**src/rtl/step_clock_controller.sv**
```systemverilog
// step_clock_controller: turns the board step button or a free-run rate timer into a shaped cpu_clk pulse plus a one-cycle step_en strobe.
// Latency: 1 clk from an accepted step request to the cpu_clk rising edge and step_en; key presses add 2 sync + DEBOUNCE_CYCLES.
// Backpressure: none; requests arriving while a pulse is in flight are dropped. Optional macro BREAKPOINT_EN adds halt-on-PC in free-run.
module step_clock_controller #(
  parameter int unsigned DEBOUNCE_CYCLES = 500000,
  parameter int unsigned HIGH_CYCLES     = 4,
  parameter int unsigned RATE_BASE       = 5000000
) (
  input  logic        clk,
  input  logic        reset,
  input  logic        key_n,
  input  logic        run_mode,
  input  logic [1:0]  rate_sel,
  input  logic [31:0] pc_value,
  input  logic [31:0] bp_addr,
  output logic        cpu_clk,
  output logic        step_en,
  output logic [31:0] step_count,
  output logic        halted
);

  localparam int DW = (DEBOUNCE_CYCLES > 1) ? $clog2(DEBOUNCE_CYCLES) : 1;
  localparam int HW = (HIGH_CYCLES > 1) ? $clog2(HIGH_CYCLES) : 1;
  localparam logic [DW-1:0] DB_LAST     = DW'(DEBOUNCE_CYCLES - 1);
  localparam logic [HW-1:0] HOLD_LAST   = HW'(HIGH_CYCLES - 1);
  localparam logic [31:0]   RATE_BASE_W = 32'(RATE_BASE);

  localparam logic [1:0] ST_IDLE = 2'd0;
  localparam logic [1:0] ST_HIGH = 2'd1;
  localparam logic [1:0] ST_LOW  = 2'd2;

  // ---------------- key synchroniser and debounce ----------------
  logic          sync1_q, sync2_q;
  logic          db_q, db_d;
  logic [DW-1:0] dcnt_q, dcnt_d;
  logic          press;

  // Two-flop synchroniser; resets to the released level so reset never looks like a press.
  always_ff @(posedge clk or posedge reset) begin
    if (reset) begin
      sync1_q <= 1'b1;
      sync2_q <= 1'b1;
    end else begin
      sync1_q <= key_n;
      sync2_q <= sync1_q;
    end
  end

  // Accept a new key level only after it has differed from the debounced level for DEBOUNCE_CYCLES cycles in a row.
  always_comb begin
    db_d   = db_q;
    dcnt_d = '0;
    press  = 1'b0;
    if (sync2_q != db_q) begin
      if (dcnt_q == DB_LAST) begin
        db_d  = sync2_q;
        press = ~sync2_q;
      end else begin
        dcnt_d = dcnt_q + DW'(1);
      end
    end
  end

  // Debounce state registers.
  always_ff @(posedge clk or posedge reset) begin
    if (reset) begin
      db_q   <= 1'b1;
      dcnt_q <= '0;
    end else begin
      db_q   <= db_d;
      dcnt_q <= dcnt_d;
    end
  end

  // ---------------- free-run rate timer ----------------
  logic [1:0]  rate_sel_q;
  logic [31:0] rcnt_q, rcnt_d;
  logic [31:0] period_shr, period_last;
  logic        rate_chg, rate_hit;

  // A rate_sel change restarts the period; the tick is withheld on that cycle because the count belongs to the old rate.
  always_comb begin
    period_shr  = RATE_BASE_W >> {rate_sel, 1'b0};
    period_last = (period_shr == 32'd0) ? 32'd0 : period_shr - 32'd1;
    rate_chg    = (rate_sel != rate_sel_q);
    rate_hit    = run_mode && !rate_chg && (rcnt_q == period_last);
    if (!run_mode || rate_chg || rate_hit) begin
      rcnt_d = '0;
    end else begin
      rcnt_d = rcnt_q + 32'd1;
    end
  end

  // Rate timer registers.
  always_ff @(posedge clk or posedge reset) begin
    if (reset) begin
      rate_sel_q <= 2'd0;
      rcnt_q     <= '0;
    end else begin
      rate_sel_q <= rate_sel;
      rcnt_q     <= rcnt_d;
    end
  end

  // ---------------- pulse FSM ----------------
  logic [1:0]    state_q, state_d;
  logic [HW-1:0] hold_q, hold_d;
  logic          done;
  logic          req, accept;
  logic          run_block, press_ok;
  logic          cpu_clk_q, step_en_q;
  logic [31:0]   count_q;

  // The final LOW cycle completes the step.
  assign done = (state_q == ST_LOW) && (hold_q == HOLD_LAST);

`ifdef BREAKPOINT_EN
  logic halted_q, halted_d;
  logic bp_hit;

  assign bp_hit = run_mode && done && (pc_value == bp_addr);

  // Halt when a free-run step completes on the breakpoint PC; a press or leaving free-run releases it.
  always_comb begin
    halted_d = halted_q;
    if (!run_mode || press) begin
      halted_d = 1'b0;
    end else if (bp_hit) begin
      halted_d = 1'b1;
    end
  end

  // Halt flag register.
  always_ff @(posedge clk or posedge reset) begin
    if (reset) begin
      halted_q <= 1'b0;
    end else begin
      halted_q <= halted_d;
    end
  end

  assign run_block = halted_q | bp_hit;
  assign press_ok  = ~run_mode | halted_q;
  assign halted    = halted_q;
`else
  logic unused_bp;

  assign unused_bp = ^{pc_value, bp_addr};
  assign run_block = 1'b0;
  assign press_ok  = ~run_mode;
  assign halted    = 1'b0;
`endif

  assign req = (press & press_ok) | (rate_hit & ~run_block);

  // IDLE waits for a request; HIGH and LOW each last HIGH_CYCLES. The last LOW cycle may start the next step directly,
  // which makes the step period floor exactly 2*HIGH_CYCLES.
  always_comb begin
    state_d = state_q;
    hold_d  = hold_q;
    accept  = 1'b0;
    case (state_q)
      ST_IDLE: begin
        if (req) begin
          accept  = 1'b1;
          state_d = ST_HIGH;
          hold_d  = '0;
        end
      end
      ST_HIGH: begin
        if (hold_q == HOLD_LAST) begin
          state_d = ST_LOW;
          hold_d  = '0;
        end else begin
          hold_d = hold_q + HW'(1);
        end
      end
      ST_LOW: begin
        if (hold_q == HOLD_LAST) begin
          hold_d = '0;
          if (req) begin
            accept  = 1'b1;
            state_d = ST_HIGH;
          end else begin
            state_d = ST_IDLE;
          end
        end else begin
          hold_d = hold_q + HW'(1);
        end
      end
      default: begin
        state_d = ST_IDLE;
        hold_d  = '0;
      end
    endcase
  end

  // FSM and registered outputs; the async reset drops cpu_clk immediately even mid-pulse.
  always_ff @(posedge clk or posedge reset) begin
    if (reset) begin
      state_q   <= ST_IDLE;
      hold_q    <= '0;
      cpu_clk_q <= 1'b0;
      step_en_q <= 1'b0;
      count_q   <= '0;
    end else begin
      state_q   <= state_d;
      hold_q    <= hold_d;
      cpu_clk_q <= (state_d == ST_HIGH);
      step_en_q <= accept;
      if (accept) begin
        count_q <= count_q + 32'd1;
      end
    end
  end

  assign cpu_clk    = cpu_clk_q;
  assign step_en    = step_en_q;
  assign step_count = count_q;

endmodule

```
**config.mk**
```make
export PLATFORM = sky130hd
export DESIGN_NAME = step_clock_controller
export DESIGN_NICKNAME = d
export VERILOG_FILES = /design/src/rtl/step_clock_controller.sv
export SDC_FILE = /design/constraint.sdc
export NUM_CORES = 1
export LEC_CHECK = 0
export ABC_AREA = 1
export ABC_CLOCK_PERIOD_IN_PS = 6000
export CORE_ASPECT_RATIO = 0.7
export CORE_MARGIN = 5
export CORE_UTILIZATION = 40
export DETAILED_ROUTE_END_ITERATION = 10
export PLACE_DENSITY = 0.72
export SLEW_MARGIN = 20
export SYNTH_ARGS = -nofsm -noshare
export SYNTH_HDL_FRONTEND = slang
export SYNTH_SLANG_ARGS = --single-unit
```
**constraint.sdc**
```tcl
create_clock -name clk -period 6 [get_ports clk]
set_clock_uncertainty 0.2 [all_clocks]
set_input_delay 0.6 -clock clk [delete_from_list [all_inputs] [get_ports clk]]
set_output_delay 0.6 -clock clk [all_outputs]
set_load 0.03 [all_outputs]
```
==> results.toml, run 1 <==
[status]
run_status = "complete, no violations"

[cts]
cts_tree = "done"
cts.repair.resized = 0
cts_htree_levels = 3
numClockSinks = 94
clk_transition_reported_paths_ns = 0.07
cts.root.buffer_cell = "clkbuf_16"
tritoncts.num_buffers = 9
clockBufferDepth = 2
clk-insertion-delay-late_ns = 0.35
holdBufCountCts = 0
postCtsSetupRepairBufs = 0

[sta]
hold_ws_ns = 0.1596
max_slew.worst_pin.slew_ns = 0.7802
drv_slew = 0
grt_setup_unrepaired = "false"
maxClockFrequency_ghz = 0.2258
timing_hold_violations_final = 0
slew_headroom_pct = 47.99
min_period_over_period_pct = 73.82
totalNegativeSetupSlack_ns = 0
post-route-min-period_ns = 4.429
setup_viol = 0

[synthesis]
netlist-cell-type-count = 41
yosys.area.top_type = "dfrtp_1"
synth-main-ff-cell = "dfrtp_1"
yosys-top-cells-area = "dfrtp_1, nand2_1, nor2_1"
yosys-top-cells-count = "nand2_1, nor2_1, inv_1"
syn-num-nets = 979
synth_seq_area_share_pct = 37.24
postSynth.asyncResetShare_pct = 100.0
yosysWarnings = 0
synth_edf_count = 0
synthCells = 893
yosysMostFrequentCell = "nand2_1"
synth.cell_area_sq_um = 6326
synth.ff_latch_count = 94
yosysTopAreaCellShare_pct = 36.00
post_synth.cell_area_avg_sq_um = 7.084

[place]
dp.cells = 1118
gpl.final_weighted_congestion = 0.9754
place_hpwl_mm = 12.09
io_buffers = 39

[detailed_routing]
ant_nets = 0
wirelength_mm = 16.20
detailroute.via_count = 5925
drt_pass1_iterations = 6
wl_per_cell_um = 14.29
detailedRoute.firstIterationViolations = 648
remaining_drc_errors = 0
routed_via_density = 5.225

[power]
p_per_area_nw_per_um2 = 190.7
switching_portion_of_total_power_pct = 24.74
static-leakage-power_nw = 3.213
power_frac_seq_pct = 46.7
power.share.combinational_pct = 7.2
worst_ir_drop_vdd_mv = 0.1270
power.switching_w = 0.0003395
internal-power_w = 0.001033
power_frac_clock_pct = 46.1

[floorplanning]
initial_utilization_pct = 40.81
placementRows = 38
design.core.area_sq_um = 15500
ioPinCount = 105
die-width_um = 160.3
die_h_um = 115.2
fp.dieArea_sq_um = 18470

[setup_path]
end_kind = "register"
path_cells = "clkdlybuf4s50_1, inv_1, ha_1, inv_2, nand2_2, nand2_1, nand2_1, nand2_1, nor2_1, nand4_1, nor2_1, nand3_2, nand2_4, nand2_2, nand2_2, nand2_1, nand2_1"
worstSetupStartpointType = "input port"
path_max_fanout = 22
critical-path-slowest-cell = "clkdlybuf4s50_1"
critical_path_class = "input port to register"
timing.critical_path.mode_cell = "nand2_1"
worst_path_largest_cell_delay_ns = 0.67
worst-endpoint-arrival_ns = 4.51
cp.required_ns = 6.09

[final_layout]
count_of_placed_standard_cells_in_the_final_layout_fillers_left_out = 1134
area.growth.synth_to_final_pct = 13.73
insertedDiodeCount = 0
drive_above_1_share_pct = 5.996
core_utilization_of_the_finished_layout_pct = 46.42
design.final.nets = 1015

[grt]
initial_antenna_violation_count = 0
grt_max_degree = 62
grt_pass1_vias = 5162
grtUsageTotal_pct = 17.64
grt_first_pass_wirelength_mm = 26.46
overflow = 0

[hold_path]
classification_of_the_worst_slack_hold_path = "register to register"

[run]
max_cap_viol_count = 0
## area by class of cell
cell class                      count  area, sq um
Multi-Input combinational cell    668         3428
Fill cell                        1555         8305
Clock inverter                      7        95.09
Clock buffer                        9        225.2
Timing Repair Buffer               41        405.4
Inverter                          115        434.2
Tap cell                          200        250.2
Sequential cell                    94         2356
## logic make-up (layout without fill, tap and decap cells)
kind of cell             after synthesis  count (layout)  share of synthesized area [%]
AND/OR/NAND/NOR                      546             546                          39.18
flip-flops                            94              94                          37.24
AO/OA/AOI/OAI                         54              54                          4.727
XOR/XNOR                              51              51                          7.061
other                                  1               1                        0.05928
buffers and inverters                131             172                          8.564
adder cells (fa/ha/maj)               16              16                          3.165
## flip-flops by register name, indices dropped and copies added (netlist names)
name        cells
state_q         2
step_en         1
dcnt_q         19
sync2_q         1
cpu_clk         1
db_q            1
step_count     32
hold_q          2
sync1_q         1
rate_sel_q      2
rcnt_q         32
## worst paths after layout
path                                      from                          to  slack, ns  depth (start not counted)
min reg2reg                  sync1_q$_DFF_PP1_           sync2_q$_DFF_PP1_       0.16                          0
min in group asynchronous                reset        dcnt_q[14]$_DFF_PP0_       0.54                          2
max reg2reg                rcnt_q[8]$_DFF_PP0_  step_count[29]$_DFFE_PP0P_       3.22                         13
max in group asynchronous                reset  step_count[20]$_DFFE_PP0P_       4.09                          3
max                                rate_sel[0]  step_count[29]$_DFFE_PP0P_       1.57                         17
min                          sync1_q$_DFF_PP1_           sync2_q$_DFF_PP1_       0.16                          0
## layer usage
layer / GRT usage (%) / routed length [um]
met1: 27.94 / 8334
met2: 24.34 / 6431
met3: 3.547 / 1238
met4: 4.355 / 197
met5: 0 / 0
## per-stage QoR
step                      setup WS [ns]  area (sq um)  total power (W)
final                             1.571          7194         0.001372
after global routing              1.345          7194         0.001425
after CTS                         1.721          7194         0.001382
after detailed placement          1.362          6874        0.0007495
after global placement            1.322          6874        0.0007485
after floorplan                   2.756          6326        0.0007234
## layout by cell type, fill, tap and decap left out, types with 11 or more instances in the layout
cell type        count
a21oi_1             14
clkdlybuf4s50_1     39
dfrtp_1             91
ha_1                16
inv_1              108
nand2_1            246
nand3_1             80
nand4_1             27
nor2_1             112
nor3_1              33
nor4_1              11
o21ai_0             22
xnor2_1             15
xor2_1              36
## critical path: cells and delay by family
family | cells | cell delay [ns]
fa+ha+maj | 1 | 0.66
buf+inv | 3 | 1.29
simple gates | 13 | 1.96
## power groups by stage
stage	clock network, W	registers, W	logic (W)
final	0.000633	0.000640	0.0000986
after detailed placement	0	0.000653	0.0000969
after global placement	0	0.000652	0.0000961
after floorplan	0	0.000652	0.0000716
after CTS	0.000644	0.000640	0.0000977
after global routing	0.000674	0.000641	0.000111
Power figures use the tool's default switching activity.
==> inputs of run 2 (changes only) <==
- ABC_CLOCK_PERIOD_IN_PS: 6000 -> 4300
- clock period: 6 -> 4.3 ns (I/O delays scaled with it)
==> run 2 against run 1 <==
Utilization rose by 0.40 points. First-iteration DRC count rose by 8.3%. Worst setup slack got worse by 0.73 ns. Combinational power rose by 44%. Flip-flop and latch count did not move. Total power rose by 37%. Non-clock buffer count rose by 10. Critical endpoint is now step_count[28]$_DFFE_PP0P_. Largest cell class unchanged. Largest power group unchanged.
==> results.toml, run 2 (synthesis gave the netlist of run 1 again) <==
[status]
run_status = "complete, no violations"

[sta]
post-route-min-period_ns = 3.463
totalNegativeSetupSlack_ns = 0
layout_setup_ws_ns = 0.8368
drv_slew = 0
slew_headroom_pct = 50.96
grt_setup_unrepaired = "false"
setup_viol = 0
max_slew.worst_pin.slew_ns = 0.7356
min_period_over_period_pct = 80.54
maxClockFrequency_ghz = 0.2888
timing_hold_violations_final = 0
hold_ws_ns = 0.1558

[floorplanning]
ioPinCount = 105
die-width_um = 160.3
design.core.area_sq_um = 15500
initial_utilization_pct = 40.81
placementRows = 38
fp.dieArea_sq_um = 18470
die_h_um = 115.2

[detailed_routing]
routed_via_density = 5.213
detailedRoute.firstIterationViolations = 702
drt_pass1_iterations = 5
wirelength_mm = 16.41
remaining_drc_errors = 0
wl_per_cell_um = 14.34
ant_nets = 0
detailroute.via_count = 5964

[final_layout]
area.growth.synth_to_final_pct = 14.72
drive_above_1_share_pct = 6.992
final_cell_mix = "nand2_1, nor2_1, inv_1"
insertedDiodeCount = 0
count_of_placed_standard_cells_in_the_final_layout_fillers_left_out = 1144
layout.cells.most_common = "nand2_1"
design.final.nets = 1025

[setup_path]
worst-endpoint-arrival_ns = 3.55
worstSetupStartpointType = "input port"
path_max_fanout = 21
critical_path_class = "input port to register"
end_kind = "register"
cp.required_ns = 4.38

[place]
placement.setup.worst_slack_ns = 0.5778
dp.cells = 1128
place_hpwl_mm = 12.48
gpl.final_weighted_congestion = 0.9978
io_buffers = 39

[cts]
cts.root.buffer_cell = "clkbuf_16"
clockBufferDepth = 2
cts_tree = "done"
cts.repair.resized = 0
numClockSinks = 94
postCtsSetupRepairBufs = 0
clk-insertion-delay-late_ns = 0.35
tritoncts.num_buffers = 9
cts_htree_levels = 3
clk_transition_reported_paths_ns = 0.07
holdBufCountCts = 0

[grt]
grt_first_pass_wirelength_mm = 27.52
initial_antenna_violation_count = 0
grtUsageTotal_pct = 18.18
grt_pass1_vias = 5375
grt_max_degree = 59
overflow = 0

[power]
p_per_area_nw_per_um2 = 258.2
worst_ir_drop_vdd_mv = 0.1842
static-leakage-power_nw = 3.252

[hold_path]
classification_of_the_worst_slack_hold_path = "register to register"

[run]
max_cap_viol_count = 0
[run 2: changes by cell type in the layout (fill, tap and decap cells not counted), sizes merged]
cell,delta
inv,-1
buf,+10
clkinv,+1
clkbuf,+1
bufinv,-1
[run 2: power breakdown]
group	switching [W]	leakage [nW]	internal [W]
logic	0.0000991	1.82	0.0000430
registers	0.00000383	1.29	0.000889
clock network	0.000368	0.149	0.000470
[run 2: area by class of cell]
cell class	instances	area (sq um)
clock buffers	10	239.0
clock inverters	6	68.82
fillers	1518	8243
inverters	115	434.2
multi-input cells	668	3428
flip-flops and latches	94	2356
well taps	200	250.2
repair buffers	51	480.5
[run 2: worst paths after layout]
| path | slack, ns | endpoint | cells after the start | from |
|---|---|---|---|---|
| setup / recovery | 0.84 | step_count[28]$_DFFE_PP0P_ | 17 | rate_sel[0] |
| hold / removal | 0.16 | sync2_q$_DFF_PP1_ | 0 | sync1_q$_DFF_PP1_ |
| setup reg to reg | 1.75 | step_count[24]$_DFFE_PP0P_ | 12 | step_count[0]$_DFFE_PP0P_ |
| hold reg to reg | 0.16 | sync2_q$_DFF_PP1_ | 0 | sync1_q$_DFF_PP1_ |
| max in group asynchronous | 2.78 | rcnt_q[6]$_DFF_PP0_ | 3 | reset |
| min in group asynchronous | 0.36 | dcnt_q[12]$_DFF_PP0_ | 2 | reset |
[run 2: worst max-delay path, cell delays in order]
cell and delay (ns):
clkdlybuf4s50_1 0.42, inv_1 0.27, ha_1 0.60, inv_2 0.17, nand2_2 0.14, nand3_1 0.10, nand3_1 0.12, nand3_1 0.09
nor2_1 0.13, nand2_1 0.07, nor2_2 0.17, nand3_2 0.12, nand2_4 0.12, nand3_4 0.07, nand2_2 0.34, nand2_1 0.10
nand2_1 0.08
[run 2: layer usage]
layer	track usage, %	share of wire (%)	vias to the layer above
li1	-	-	2953
met1	29.58	51	2772
met5	0	0	-
met4	3.324	0.79	0
met2	24.68	40	225
met3	3.619	8.4	14
[run 2: stage by stage]
stage / utilization [%] / power, W / instance area, sq um
after global placement: 44.83 / 0.001048 / 6949
after floorplan: - / 0.001009 / 6326
after CTS: 46.82 / 0.001889 / 7257
after global routing: 46.82 / 0.001945 / 7257
after detailed placement: 44.83 / 0.001050 / 6949
final: 46.82 / 0.001874 / 7257
==> inputs of run 3 (changes only) <==
- ABC_CLOCK_PERIOD_IN_PS: 4300 -> 3200
- clock period: 4.3 -> 3.2 ns (I/O delays scaled with it)
==> run 3 against run 2 <==
Wire length rose by 0.39%. Flip-flop and latch count did not move. First-iteration DRC count fell by 10%. Sequential power rose by 34%. Non-clock buffer count rose by 15. Cell area rose by 2.3%.
==> results.toml, run 3 (synthesis gave the netlist of run 1 again) <==
[detailed_routing]
detailedRoute.firstIterationViolations = 631
detailroute.via_count = 5941
ant_nets = 0
drt_pass1_iterations = 5
wl_per_cell_um = 14.21
routed_via_density = 5.126
remaining_drc_errors = 0
wirelength_mm = 16.47

[setup_path]
cp.required_ns = 3.29
path_max_fanout = 21
timing.critical_path.mode_cell = "nand2_1"
critical-path-slowest-cell = "clkdlybuf4s50_1"
worst-endpoint-arrival_ns = 3.04
path_cells = "clkdlybuf4s50_1, buf_4, ha_1, inv_1, nand2_1, nor2_2, nand2_1, nand2_1, nand3_1, nor2_1, nand2_1, nor2_2, nand3_2, nand2_4, nand2_2, nand2_2, buf_12, nand2_1, nand2_1"
end_kind = "register"
critical_path_class = "input port to register"
worst_path_largest_cell_delay_ns = 0.48
worstSetupStartpointType = "input port"

[status]
run_status = "complete, no violations"

[power]
worst_ir_drop_vdd_mv = 0.2750
static-leakage-power_nw = 3.340
power.switching_w = 0.0006357
switching_portion_of_total_power_pct = 26.01
power_frac_seq_pct = 49.1
p_per_area_nw_per_um2 = 329.3
power.share.combinational_pct = 8.3
internal-power_w = 0.001808
power_frac_clock_pct = 42.6

[floorplanning]
design.core.area_sq_um = 15500
die_h_um = 115.2
die-width_um = 160.3
ioPinCount = 105
placementRows = 38
initial_utilization_pct = 40.81
fp.dieArea_sq_um = 18470

[sta]
drv_slew = 0
grt_setup_unrepaired = "false"
max_slew.worst_pin.slew_ns = 0.7255
maxClockFrequency_ghz = 0.3386
slew_headroom_pct = 51.28
min_period_over_period_pct = 92.30
post-route-min-period_ns = 2.954
timing_hold_violations_final = 0
setup_viol = 0

[place]
place_hpwl_mm = 12.78
gpl.final_weighted_congestion = 0.9377
placement.cell_area_sq_um = 7137
dp.cells = 1143
io_buffers = 39

[final_layout]
layout.cell_area.non_filler_sq_um = 7421
design.final.nets = 1040
insertedDiodeCount = 0
final_cell_mix = "nand2_1, nor2_1, inv_1"
drive_above_1_share_pct = 8.342
area.growth.synth_to_final_pct = 17.31
layout.cells.most_common = "nand2_1"
count_of_placed_standard_cells_in_the_final_layout_fillers_left_out = 1159
n_fill_cell = 1511

[cts]
tritoncts.num_buffers = 9
clk_transition_reported_paths_ns = 0.07
cts_tree = "done"
clk-insertion-delay-late_ns = 0.35
cts.repair.resized = 0
cts_htree_levels = 3
numClockSinks = 94
holdBufCountCts = 0
cts.root.buffer_cell = "clkbuf_16"
postCtsSetupRepairBufs = 0
clockBufferDepth = 2

[grt]
initial_antenna_violation_count = 0
grt_first_pass_wirelength_mm = 28.03
overflow = 0
grt_pass1_vias = 5592
grtUsageTotal_pct = 18.50
grt_max_degree = 58

[run]
max_cap_viol_count = 0

[hold_path]
classification_of_the_worst_slack_hold_path = "input port to asynchronous set/reset pin"
## run 3: routing by layer
metal / vias up / global-route usage (%) / share of wire, %
li1: 2981 / - / -
met1: 2754 / 29.46 / 52
met2: 194 / 25.81 / 40
met3: 12 / 3.153 / 7.3
met4: 0 / 4.413 / 1.0
met5: - / 0 / 0
## run 3: worst paths after layout
| path | start | end | slack, ns | depth (start not counted) |
|---|---|---|---|---|
| max in group asynchronous | reset | step_count[12]$_DFFE_PP0P_ | 1.99 | 3 |
| min reg2reg | sync1_q$_DFF_PP1_ | sync2_q$_DFF_PP1_ | 0.17 | 0 |
| max reg2reg | step_count[0]$_DFFE_PP0P_ | step_count[24]$_DFFE_PP0P_ | 0.67 | 12 |
| min in group clk | sync1_q$_DFF_PP1_ | sync2_q$_DFF_PP1_ | 0.17 | 0 |
| max | rate_sel[1] | step_count[10]$_DFFE_PP0P_ | 0.25 | 19 |
| min | reset | dcnt_q[11]$_DFF_PP0_ | 0.15 | 2 |
## run 3: metrics by stage
| stage | hold WS (ns) | worst slack (ns) | setup TNS [ns] | util (%) | power (W) |
|---|---|---|---|---|---|
| after detailed placement | 0.1560 | -0.07708 | -1.354 | 46.04 | 0.001426 |
| after CTS | 0.1614 | 0.2900 | 0 | 47.88 | 0.002470 |
| after floorplan | 0.1245 | 0.2363 | 0 | - | 0.001356 |
| final | 0.1479 | 0.2463 | 0 | 47.88 | 0.002444 |
| after global routing | 0.1689 | 0.02621 | 0 | 47.88 | 0.002548 |
| after global placement | 0.1593 | -0.06862 | -1.214 | 46.04 | 0.001424 |
## run 3: power groups by stage
stage          registers (W)  logic, W  clock network [W]
2_1_floorplan        0.00122  0.000134                  0
3_3_place_gp         0.00122  0.000201                  0
3_5_place_dp         0.00122  0.000203                  0
4_1_cts              0.00120  0.000204            0.00107
5_1_grt              0.00120  0.000231            0.00112
6_report             0.00120  0.000203            0.00104
## run 3: final cells by class
cell class	instances	area (sq um)	area share (%)
clock inverters	6	55.05	0.7419
inverters	115	434.2	5.851
well taps	200	250.2	3.372
repair buffers	66	668.1	9.004
flip-flops and latches	94	2356	31.75
multi-input cells	668	3428	46.20
clock buffers	10	229.0	3.085
## run 3: critical path, delay by kind of cell
family                   cells  cell delay, ns
AND/OR/NAND/NOR             14            1.44
buffers and inverters        4            0.98
adder cells (fa/ha/maj)      1            0.29
